File: src/rtl/unidade_despacho_pkg.sv
// Shared encodings for the issue controller: opcodes, functional-unit classes and FSM states.
package pkg_despacho;

  localparam logic [3:0] OP_NOP = 4'd0;
  localparam logic [3:0] OP_ADD = 4'd1;
  localparam logic [3:0] OP_SUB = 4'd2;
  localparam logic [3:0] OP_MUL = 4'd3;
  localparam logic [3:0] OP_LD  = 4'd4;
  localparam logic [3:0] OP_ST  = 4'd5;

  typedef enum logic [1:0] {CLS_ALU, CLS_MUL, CLS_MEM, CLS_NONE} classe_t;

  typedef enum logic [1:0] {IDLE, POP, DECODE, ISSUE} estado_t;

  // NOP and illegal opcodes both map to CLS_NONE; the caller tells them apart.
  function automatic classe_t decodifica(input logic [3:0] op);
    classe_t c;
    case (op)
      OP_ADD, OP_SUB: c = CLS_ALU;
      OP_MUL:         c = CLS_MUL;
      OP_LD, OP_ST:   c = CLS_MEM;
      default:        c = CLS_NONE;
    endcase
    return c;
  endfunction

endpackage

File: src/rtl/unidade_despacho_seletor_rr.sv
// Round-robin free-station picker: first non-busy index at or after ptr_i, wrapping modulo N.
module seletor_rr #(
  parameter int unsigned N = 3
) (
  input  logic [N-1:0]                     busy_i,
  input  logic [((N > 1) ? $clog2(N) : 1)-1:0] ptr_i,
  output logic [N-1:0]                     grant_o,
  output logic                             found_o
);

  localparam int unsigned PW = (N > 1) ? $clog2(N) : 1;

  logic [PW-1:0] idx;

  always_comb begin
    grant_o = '0;
    found_o = 1'b0;
    idx     = '0;
    for (int unsigned k = 0; k < N; k++) begin
      idx = PW'((32'(ptr_i) + k) % N);
      if (!found_o && !busy_i[idx]) begin
        grant_o[idx] = 1'b1;
        found_o      = 1'b1;
      end
    end
  end

endmodule

File: src/rtl/unidade_despacho.sv
// In-order issue controller: pops the instruction queue, decodes the class and issues
// to a free reservation station chosen round-robin, honouring Stall back-pressure.
module unidade_despacho
  import pkg_despacho::*;
#(
  parameter int unsigned N_ALU = 3,
  parameter int unsigned N_MUL = 2,
  parameter int unsigned N_MEM = 2
) (
  input  logic             Clock,
  input  logic             Reset,
  input  logic [15:0]      Instrucao,
  input  logic             Empty,
  input  logic             Stall,
  input  logic [N_ALU-1:0] Busy_ALU,
  input  logic [N_MUL-1:0] Busy_MUL,
  input  logic [N_MEM-1:0] Busy_MEM,
  output logic             Pop,
  output logic [N_ALU-1:0] Emite_ALU,
  output logic [N_MUL-1:0] Emite_MUL,
  output logic [N_MEM-1:0] Emite_MEM,
  output logic [3:0]       Opcode,
  output logic [3:0]       Rd,
  output logic [3:0]       Rs,
  output logic [3:0]       Rt,
  output logic             Ilegal,
  output logic [7:0]       Emitidas
);

  localparam int unsigned PW_ALU = (N_ALU > 1) ? $clog2(N_ALU) : 1;
  localparam int unsigned PW_MUL = (N_MUL > 1) ? $clog2(N_MUL) : 1;
  localparam int unsigned PW_MEM = (N_MEM > 1) ? $clog2(N_MEM) : 1;

  estado_t           estado_q, estado_d;
  classe_t           cls_q, cls_d;
  logic [3:0]        op_q, op_d, rd_q, rd_d, rs_q, rs_d, rt_q, rt_d;
  logic [7:0]        cont_q, cont_d;
  logic [PW_ALU-1:0] ptr_alu_q, ptr_alu_d;
  logic [PW_MUL-1:0] ptr_mul_q, ptr_mul_d;
  logic [PW_MEM-1:0] ptr_mem_q, ptr_mem_d;

  logic [N_ALU-1:0]  gnt_alu;
  logic [N_MUL-1:0]  gnt_mul;
  logic [N_MEM-1:0]  gnt_mem;
  logic              achou_alu, achou_mul, achou_mem, pronto;

  seletor_rr #(.N(N_ALU)) u_sel_alu (
    .busy_i(Busy_ALU), .ptr_i(ptr_alu_q), .grant_o(gnt_alu), .found_o(achou_alu)
  );
  seletor_rr #(.N(N_MUL)) u_sel_mul (
    .busy_i(Busy_MUL), .ptr_i(ptr_mul_q), .grant_o(gnt_mul), .found_o(achou_mul)
  );
  seletor_rr #(.N(N_MEM)) u_sel_mem (
    .busy_i(Busy_MEM), .ptr_i(ptr_mem_q), .grant_o(gnt_mem), .found_o(achou_mem)
  );

  always_ff @(posedge Clock) begin
    if (Reset) begin
      estado_q  <= IDLE;
      cls_q     <= CLS_NONE;
      op_q      <= '0;
      rd_q      <= '0;
      rs_q      <= '0;
      rt_q      <= '0;
      cont_q    <= '0;
      ptr_alu_q <= '0;
      ptr_mul_q <= '0;
      ptr_mem_q <= '0;
    end else begin
      estado_q  <= estado_d;
      cls_q     <= cls_d;
      op_q      <= op_d;
      rd_q      <= rd_d;
      rs_q      <= rs_d;
      rt_q      <= rt_d;
      cont_q    <= cont_d;
      ptr_alu_q <= ptr_alu_d;
      ptr_mul_q <= ptr_mul_d;
      ptr_mem_q <= ptr_mem_d;
    end
  end

  always_comb begin
    estado_d  = estado_q;
    cls_d     = cls_q;
    op_d      = op_q;
    rd_d      = rd_q;
    rs_d      = rs_q;
    rt_d      = rt_q;
    cont_d    = cont_q;
    ptr_alu_d = ptr_alu_q;
    ptr_mul_d = ptr_mul_q;
    ptr_mem_d = ptr_mem_q;
    Pop       = 1'b0;
    Ilegal    = 1'b0;
    Emite_ALU = '0;
    Emite_MUL = '0;
    Emite_MEM = '0;

    case (cls_q)
      CLS_ALU: pronto = achou_alu;
      CLS_MUL: pronto = achou_mul;
      CLS_MEM: pronto = achou_mem;
      default: pronto = 1'b0;
    endcase

    case (estado_q)
      IDLE: if (!Empty) estado_d = POP;
      POP: begin
        Pop      = 1'b1;
        estado_d = DECODE;
      end
      DECODE: begin
        op_d  = Instrucao[15:12];
        rd_d  = Instrucao[11:8];
        rs_d  = Instrucao[7:4];
        rt_d  = Instrucao[3:0];
        cls_d = decodifica(Instrucao[15:12]);
        if (Instrucao[15:12] == OP_NOP) begin
          estado_d = IDLE;
        end else if (decodifica(Instrucao[15:12]) == CLS_NONE) begin
          Ilegal   = 1'b1;
          estado_d = IDLE;
        end else begin
          estado_d = ISSUE;
        end
      end
      ISSUE: begin
        // Grant is combinational on this cycle's Busy/Stall; otherwise hold here.
        if (!Stall && pronto) begin
          case (cls_q)
            CLS_ALU: begin
              Emite_ALU = gnt_alu;
              for (int unsigned k = 0; k < N_ALU; k++)
                if (gnt_alu[k]) ptr_alu_d = PW_ALU'((k + 1) % N_ALU);
            end
            CLS_MUL: begin
              Emite_MUL = gnt_mul;
              for (int unsigned k = 0; k < N_MUL; k++)
                if (gnt_mul[k]) ptr_mul_d = PW_MUL'((k + 1) % N_MUL);
            end
            CLS_MEM: begin
              Emite_MEM = gnt_mem;
              for (int unsigned k = 0; k < N_MEM; k++)
                if (gnt_mem[k]) ptr_mem_d = PW_MEM'((k + 1) % N_MEM);
            end
            default: ;
          endcase
          cont_d   = cont_q + 8'd1;
          estado_d = Empty ? IDLE : POP;
        end
      end
      default: estado_d = IDLE;
    endcase
  end

  assign Opcode   = op_q;
  assign Rd       = rd_q;
  assign Rs       = rs_q;
  assign Rt       = rt_q;
  assign Emitidas = cont_q;

endmodule

File: config.mk
export PLATFORM = sky130hd
export DESIGN_NAME = unidade_despacho
export DESIGN_NICKNAME = d
export VERILOG_FILES = /design/src/rtl/unidade_despacho_pkg.sv /design/src/rtl/unidade_despacho_seletor_rr.sv /design/src/rtl/unidade_despacho.sv
export SDC_FILE = /design/constraint.sdc
export NUM_CORES = 1
export LEC_CHECK = 0
export ABC_AREA = 1
export BUFFER_PORTS_ARGS = -buffer_cell sky130_fd_sc_hd__buf_2
export CORE_MARGIN = 2
export CORE_UTILIZATION = 35
export DETAILED_ROUTE_END_ITERATION = 10
export PLACE_DENSITY = 0.68
export REMOVE_ABC_BUFFERS = 1
export SLEW_MARGIN = 25
export SYNTH_ARGS = -nofsm -noshare
export SYNTH_HDL_FRONTEND = slang
export SYNTH_SLANG_ARGS = --single-unit
File: constraint.sdc
create_clock -name Clock -period 2.37 [get_ports Clock]
set_input_delay 0.474 -clock Clock [delete_from_list [all_inputs] [get_ports Clock]]
set_output_delay 0.474 -clock Clock [all_outputs]
set_load 0.02 [all_outputs]
# --- Yosys cells after proc, flatten, opt, wreduce, memory -nomap -nowiden ---
# Cells that the tools add are included.
word_totals:
  register_bits: 32
  out_inout_bits: 33
  elab_cells: 152
classes:
  n_reduce_logical: 31
  bitwise_logic: 4
  add_sub_neg: 5
  n_lt_le_gt_ge: 14
  div_mod_pow: 3
  n_eq_ne: 13
  n_mux: 72
ops:
  columns: ["operator", "n"]
  rows:
  - ["$mod A32 B2 Y32 const B", 2]
  - ["$mux W2", 19]
  - ["$mux W1", 34]
  - ["$mod A2 B2 Y32 const B", 1]
  - ["$mux W3", 6]
  - ["$logic_and A1 B1 Y1", 12]
  - ["$reduce_and A4 Y1", 3]
  - ["$lt A2 B3 Y1 const B", 3]
  - ["$add A8 B1 Y8 const B", 1]
  - ["$eq A2 B2 Y1 const B", 4]
  - ["$eq A4 B2 Y1 const B", 2]
  - ["$eq A4 B3 Y1 const B", 2]
  - ["$lt A1 B2 Y1 const B", 4]
  - ["$pmux W2 S4", 1]
  - ["$bmux W1 S2", 3]
  - ["$demux W1 S2", 3]
  - ["$ge A2 B1 Y1 const B", 3]
  - ["$logic_not A1 Y1", 6]
  - ["$or A3 B3 Y3", 2]
  - ["$pmux W2 S3", 1]
  - ["$demux W1 S1", 4]
  - ["$eq A2 B1 Y1 const B", 2]
  - ["$eq A4 B1 Y1 const B", 1]
  - ["$ge A1 B1 Y1 const B", 4]
  - ["12 further kinds", 19]

# --- Depth between registers and ports, before layout ---
# Gate-level depths: netlist of the first run.
logic_depth:
  depth_word: 14
  ltp_mapped: 15
  depth_no_buf: 15

# --- Cells and area by module ---
# Synthesis of the first run repeated with hierarchy kept, for this count alone.
unflattened:
  hier_cells: 297
  hier_area_um2: 1854.3
by_module_without_submodules:
  columns: ["module", "cells_each", "instances", "seq_area_each_um2", "area_each_um2"]
  rows:
  - ["unidade_despacho", 225, 1, 640.6, 1520.2]
  - ["seletor_rr (u_sel_alu)", 48, 1, 0.0, 244.0]
  - ["seletor_rr (u_sel_mem ...)", 12, 2, 0.0, 45.0]

# --- Least setup slack after synthesis of the first run ---
# OpenSTA, ideal clock, no wires.
synth_path:
  kind: "register to output"
  from: "register ptr_alu_q[0]"
  to: "output Emite_MUL[0]"
  path_slack_ns: 0.119
  arrival_ns: 1.777
  path_buffers: 0
  required_ns: 1.896
  path_stages_with_launch: 14
  path_cell_list: "dfxtp_1 > inv_1 > ha_1 > inv_2 > nand2_1 > nand3_2 > nand2_2 > nand3_2 > nand2_2 > nand2_4 > nand3_4 > inv_4 > nand2_1 > nor2_1"
synth_between:
  elab_chain_len: 14
  word_cells_on_any_way: 23
  classes_between: "add/sub: 2; div: 3; mux: 12; reduce/logical: 6"
synth_rtl:
  columns: ["item", "line_no", "text"]
  rows:
  - ["from (decl)", "unidade_despacho.sv:38", "logic [PW_ALU-1:0] ptr_alu_q, ptr_alu_d;"]
  - ["from (signal assigned)", "unidade_despacho.sv:77", "ptr_alu_q <= ptr_alu_d;"]
  - ["$add A2 B1 Y3", "unidade_despacho_seletor_rr.sv:20", "idx = PW'((32'(ptr_i) + k) % N);"]
  - ["$mod A32 B2 Y32", "unidade_despacho_seletor_rr.sv:20", null]
  - ["$bmux W1 S2", "unidade_despacho_seletor_rr.sv:21", "if (!found_o && !busy_i[idx]) begin"]
  - ["$mux W1 (implied by the code)", "unidade_despacho_seletor_rr.sv:21", null]
  - ["$logic_not A1 Y1", "unidade_despacho_seletor_rr.sv:21", null]
  - ["$logic_and A1 B1 Y1", "unidade_despacho_seletor_rr.sv:21", null]
  - ["$mux W1", "unidade_despacho_seletor_rr.sv:21", null]
  - ["$logic_not A1 Y1", "unidade_despacho_seletor_rr.sv:21", null]
  - ["$logic_and A1 B1 Y1", "unidade_despacho_seletor_rr.sv:21", null]
  - ["$mux W1 *", "unidade_despacho_seletor_rr.sv:21", null]
  - ["$pmux W1 S3 *", "unidade_despacho.sv:100", "case (cls_q)"]
  - ["$logic_and A1 B1 Y1 *", "unidade_despacho.sv:130", "if (!Stall && pronto) begin"]
  - ["$mux W2 *", "unidade_despacho.sv:130", null]
  - ["$mux W2 *", "unidade_despacho.sv:107", "case (estado_q)"]
  - ["to (decl)", "unidade_despacho.sv:20", "output logic [N_MUL-1:0] Emite_MUL,"]
# Mark *: on every way between the ends. The rest lies on a longest branch, timed or not. The select of a mux whose other input is x is not followed.

# --- Worst setup path after layout of the first run ---
layout_path:
  from: "register ptr_alu_q[0]"
  to: "output Emite_ALU[2]"
layout_between:
  elab_chain_len: 14
  word_cells_on_any_way: 44
  classes_between: "add/sub: 2; div: 3; order compare: 6; mux: 22; bitwise: 2; reduce/logical: 9"
layout_rtl:
  columns: ["item", "line_no", "text"]
  rows:
  - ["branches (longest 12 deep; another with $mod A32 B2 Y32)", null, null]
  - ["$mux W3 *", "unidade_despacho.sv:130", null]
  - ["$mux W3 *", "unidade_despacho.sv:107", null]
  - ["to (decl)", "unidade_despacho.sv:19", "output logic [N_ALU-1:0] Emite_ALU,"]
# Mark *: on every way between the ends. The select of a mux whose other input is x is not followed.

==> results.json, run 1 <==
{
  "status": "finished, violations left",
  "violations": "setup timing",
  "setup_violations": 4,
  "root_buffer": "clkbuf_8",
  "yosys.area_share.simple_pct": 37.7,
  "worstHoldPathType": "in2reg",
  "clk_latency_ps": 280,
  "endpoint_kind": "output pin",
  "grt_remaining_overflow": 0,
  "synth_top_family_by_area": "simple AND/OR/NAND/NOR gates",
  "drc": 0,
  "hold_viol_final": 0,
  "grt_max_degree": 25,
  "synthAdderAreaFrac_pct": 3.53,
  "period_minus_slack_ps": 2400,
  "wire_per_inst_um": 10.5,
  "cts_tree": "built",
  "synth_compound_area_share_pct": 11.9,
  "seq_area_frac_synth_pct": 36.2,
  "async_flop_share_pct": 0,
  "fin_util_pct": 50.2,
  "dpl.cell_count": 392,
  "post-place-ws_ps": 74.5,
  "io_buffers": 59,
  "crit_type": "reg2out",
  "antenna_found_initial": 0,
  "rrSetupSlack_ps": 450,
  "wl_um": 4260,
  "ys_types": 29,
  "path_clk_slew_ps": 70,
  "maxSlewHeadroom_pct": 54.9,
  "layout_commonest_cell": "nor2_1",
  "grt_pass1_wl_um": 6820,
  "maxCapViolations": 0,
  "via_count": 1842,
  "grt_pass1_vias": 1619,
  "place_congestion": 0.856,
  "synth_edf_count": 0,
  "synth_area_um2": 1770,
  "fin_ws_ps": -30.4,
  "multi_input_area_um2": 1030,
  "fillCellCount": 503,
  "layout_common_cells": "nor2_1, buf_2, nand2_1, dfxtp_1, inv_1",
  "ys_ff_latch": 32,
  "cp-start-kind": "flip-flop",
  "clock_sinks": 32,
  "slew_viol_final": 0,
  "period_share_pct": 101,
  "regArea_um2": 648,
  "numCtsBuffers": 5,
  "fin_nets": 370,
  "core-area_um2": 4790,
  "clock-skew-final_ps": 3.81,
  "crit_required_ps": 1900,
  "num_rows": 25,
  "crit_fanout": 6,
  "powerDensity_nw_per_um2": 500,
  "dieArea_um2": 5640,
  "final_cells": 406,
  "initial_core_util_pct": 37.0,
  "synthMuxAreaShare_pct": 0,
  "rsz0062_at_grt": "yes",
  "timing.fmax_ghz": 0.417,
  "viasPerCell": 4.54,
  "worstMarginPinSlew_ps": 676,
  "synth_top_area_cell": "dfxtp_1",
  "ys_warn_count": 0,
  "post-dp-hpwl_um": 3060,
  "synth-xor-area-share_pct": 1.48,
  "synth_cells": 269,
  "cts-htree-levels": 2,
  "diodes": 0,
  "gr-usage-all-layers_pct": 15.6,
  "leakagePower_nw": 1.17,
  "crit_arrival_ps": 1930,
  "drt-initial-drc-count": 55,
  "drive_gt1_share_pct": 33.9,
  "synth_area_leaders": "dfxtp_1, nor2_1, nand2_1, o21ai_0, inv_1",
  "area_growth_pct": 35.7,
  "vdd_drop_max_mv": 0.401,
  "die_x_um": 75.1,
  "power.total_w": 0.00120,
  "die_h_um": 75.1,
  "holdWs_ps": 407,
  "netlist.area_leader.share_pct": 36.2,
  "synth-main-ff-cell": "dfxtp_1",
  "io-pin-count": 60,
  "clockBufferDepth": 2,
  "ant_nets": 0,
  "post_synth.cell_area_avg_um2": 6.58,
  "firstDrtPassIters": 5
}
[cells in the mapped netlist (5+ instances only)]
library cell	n
a21oi_1	12
clkbuf_1	5
dfxtp_1	32
ha_1	5
inv_1	28
nand2_1	49
nand3_1	14
nand3_2	6
nor2_1	64
o21ai_0	23
[power by group]
part / switching, W / internal (W)
clock: 0.000204 / 0.000232
combinational: 0.000123 / 0.0000686
sequential: 0.0000126 / 0.000562
[cell type report]
type                            instances  share of cell area [%]
Clock buffer                            6                    3.44
Clock inverter                          2                   0.417
Multi-Input combinational cell        197                    43.1
Inverter                               33                    5.68
Tap cell                               67                    3.49
Sequential cell                        32                    27.0
Timing Repair Buffer                   69                    16.9
[cells by family after synthesis]
| group | Yosys count |
|---|---|
| adders and majority gates | 5 |
| buffers and inverters | 40 |
| xor gates and xnor gates | 3 |
| DFF | 32 |
| and+or+nand+nor | 149 |
| AOI/OAI and AO/OA | 40 |
[flip-flops by register name, summed over array words and instances, names as in the netlist, 2 cells and up]
register,count
estado_q,2
Rd,4
ptr_alu_q,2
Rt,4
Rs,4
Opcode,4
cls_q,2
Emitidas,8
[final timing paths]
path	from	endpoint	cells after the start
setup / recovery	ptr_alu_q[0]$_SDFFE_PP0P_	Emite_ALU[2]	12
hold / removal	Instrucao[9]	Rd[1]$_SDFFE_PP0P_	3
setup reg to reg	ptr_alu_q[0]$_SDFFE_PP0P_	Emitidas[0]$_SDFFE_PP0P_	15
hold reg to reg	Emitidas[0]$_SDFFE_PP0P_	Emitidas[0]$_SDFFE_PP0P_	1
[worst max-delay path: stages (launching register included)]
cell and delay, ps:
dfxtp_4 390, inv_4 50, ha_4 260, inv_6 70
nand2_1 50, nor2_1 80, nor2_1 60, nand3_2 60
nand2_2 60, nand2_4 80, nand4_1 160, nor2_1 170
buf_4 160
[routing by layer]
metal	global-route usage, %	share of wire, %
met5	0	0
met1	19.3	46
met2	25.3	44
met4	5.56	1.6
met3	5.09	7.5
[stage by stage]
step           setup TNS [ps]  instance area, µm²
2_1_floorplan               0                1740
3_3_place_gp                0                2140
3_5_place_dp                0                2140
4_1_cts                  -106                2330
5_1_grt                  -944                2400
6_report                -76.2                2400
[timing repair]
item,4_1_cts,5_1_grt
resized for setup,29,10
hold buffers,0,0
gates cloned,0,0
pin swaps,6,5
buffers inserted,1,5
setup endpoints to repair,7,7
No activity file was read; power rests on OpenSTA's default activity.
==> inputs of run 2 (changes only) <==
--- a/config.mk
+++ b/config.mk
@@ -10,9 +10,10 @@
 export CORE_MARGIN = 2
 export CORE_UTILIZATION = 35
 export DETAILED_ROUTE_END_ITERATION = 10
-export PLACE_DENSITY = 0.68
+export PLACE_DENSITY = 0.7
 export REMOVE_ABC_BUFFERS = 1
 export SLEW_MARGIN = 25
 export SYNTH_ARGS = -nofsm -noshare
 export SYNTH_HDL_FRONTEND = slang
 export SYNTH_SLANG_ARGS = --single-unit
+export TNS_END_PERCENT = 10
==> constraint.sdc (replaced) <==
create_clock -name Clock -period 2.1 [get_ports Clock]
set_input_delay 0.42 -clock Clock [delete_from_list [all_inputs] [get_ports Clock]]
set_output_delay 0.42 -clock Clock [all_outputs]
set_load 0.02 [all_outputs]
==> run 2 against run 1 <==
  * The flow still finishes with violations (setup timing)
  * First-iteration DRC count is 11% lower
  * Clock power is 35% higher
  * Die area stayed put
  * Critical endpoint is now Emite_ALU[0]
  * Largest power group unchanged
==> results.json, run 2 (synthesis gave the netlist of run 1 again) <==
{
  "status": "finished, violations left",
  "violations": "setup timing",
  "rsz0062_at_grt": "yes",
  "cts_tree": "built",
  "path_clk_slew_ps": 70,
  "diodes": 0,
  "fillCellCount": 483,
  "clockBufferDepth": 2,
  "top_usage_layer": "met2",
  "io-pin-count": 60,
  "drc": 0,
  "layout_commonest_cell": "nor2_1",
  "crit_top_cell": "nor2_1",
  "place_congestion": 0.848,
  "fin_util_pct": 51.5,
  "use_met1_pct": 19.4,
  "slowest_delay_ps": 340,
  "endpoint_kind": "output pin",
  "use_met2_pct": 26.7,
  "crit_fanout": 5,
  "holdWs_ps": 355,
  "clock_sinks": 32,
  "clock-skew-final_ps": 6.00,
  "crit_chain": "inv_2, ha_4, inv_4, nand2_1, nand3_2, nand2_2, buf_4, nand3_1, nor2_1, nor2_1, nor2_1, buf_4",
  "setup_violations": 7,
  "period_minus_slack_ps": 2320,
  "io_buffers": 59,
  "cts-htree-levels": 2,
  "period_share_pct": 110,
  "drt-initial-drc-count": 49,
  "drive_gt1_share_pct": 34.1,
  "maxCapViolations": 0,
  "fin_nets": 383,
  "clk_latency_ps": 280,
  "wire_per_inst_um": 10.3,
  "die_h_um": 75.1,
  "dieArea_um2": 5640,
  "root_buffer": "clkbuf_8",
  "layout_common_cells": "nor2_1, buf_2, nand2_1, dfxtp_1, buf_4",
  "crit_path_top_delay_cell": "dfxtp_2",
  "leakagePower_nw": 1.24,
  "slew_viol_final": 0,
  "post-dp-hpwl_um": 3190,
  "worstHoldPathType": "in2reg",
  "grt_pass1_vias": 1687,
  "firstDrtPassIters": 4,
  "grt_remaining_overflow": 0,
  "ant_nets": 0,
  "timing.fmax_ghz": 0.432,
  "wl_um": 4330,
  "fin_ws_ps": -216,
  "area_growth_pct": 39.2,
  "crit_arrival_ps": 1900,
  "initial_core_util_pct": 37.0,
  "antenna_found_initial": 0,
  "num_rows": 25,
  "vdd_drop_max_mv": 0.521,
  "core-area_um2": 4790,
  "largest_reg_flops": 8,
  "viasPerCell": 4.54,
  "crit_required_ps": 1680,
  "powerDensity_nw_per_um2": 590,
  "crit_type": "reg2out",
  "use_met3_pct": 6.43,
  "rrSetupSlack_ps": 140,
  "die_x_um": 75.1,
  "worstMarginPinSlew_ps": 469,
  "via_count": 1902,
  "grt_pass1_wl_um": 7020,
  "hold_viol_final": 0,
  "grt_max_degree": 25,
  "cp-start-kind": "flip-flop",
  "gr-usage-all-layers_pct": 16.1,
  "maxSlewHeadroom_pct": 68.7,
  "numCtsBuffers": 5
}
[run 2: final cells by class]
cell class              instances  area (µm²)  share of cell area, %
multi-input cells             197        1000                   40.7
flip-flops and latches         32         646                   26.2
repair buffers                 82         497                   20.2
inverters                      33         129                   5.23
well taps                      67        83.8                   3.40
clock buffers                   6        72.6                   2.94
clock inverters                 2        35.0                   1.42
[run 2: timing repair]
action | 4_1_cts | 5_1_grt
setup buffers | 3 | 0
gates resized for setup | 20 | 3
gates cloned | 0 | 0
endpoints found under the setup margin | 7 | 7
pin swaps | 7 | 5
hold buffers | 0 | 0
[run 2: report_power, final]
group / total [W] / switching, W / internal [W]
registers: 0.000650 / 0.0000149 / 0.000635
logic: 0.000217 / 0.000135 / 0.0000820
clock network: 0.000588 / 0.000235 / 0.000352
total: 0.00146 / 0.000386 / 0.00107
[run 2: metal layers]
| layer | vias to the layer above | part of all wire [%] |
|---|---|---|
| li1 | 1011 | - |
| met1 | 827 | 47 |
| met2 | 60 | 44 |
| met3 | 4 | 8.0 |
| met4 | 0 | 0.62 |
| met5 | - | 0 |
[run 2: final timing paths]
kind	start	endpoint	cells after the start
setup / recovery	ptr_alu_q[0]$_SDFFE_PP0P_	Emite_ALU[0]	12
hold / removal	Instrucao[9]	Rd[1]$_SDFFE_PP0P_	3
setup reg to reg	ptr_alu_q[0]$_SDFFE_PP0P_	ptr_alu_q[0]$_SDFFE_PP0P_	14
hold reg to reg	Emitidas[1]$_SDFFE_PP0P_	Emitidas[1]$_SDFFE_PP0P_	2
[run 2: critical path: cells and delay by family, from the launching register on]
kind / cells / cell delay [ps]
adders and majority gates: 1 / 290
buffers and inverters: 4 / 380
and+or+nand+nor: 7 / 600
DFF: 1 / 340
[run 2: stage by stage]
| stage | total power [W] | instances | setup TNS [ps] | setup slack, ps | cell area, µm² |
|---|---|---|---|---|---|
| floorplan | 0.000790 | 262 | -448 | -170 | 1740 |
| global placement | 0.000879 | 408 | 0 | 9.52 | 2260 |
| detailed placement | 0.000882 | 408 | -78.7 | -46.6 | 2260 |
| CTS | 0.00147 | 419 | -1240 | -223 | 2460 |
| global route | 0.00152 | 419 | -2200 | -351 | 2460 |
| finish | 0.00146 | 419 | -1180 | -216 | 2460 |
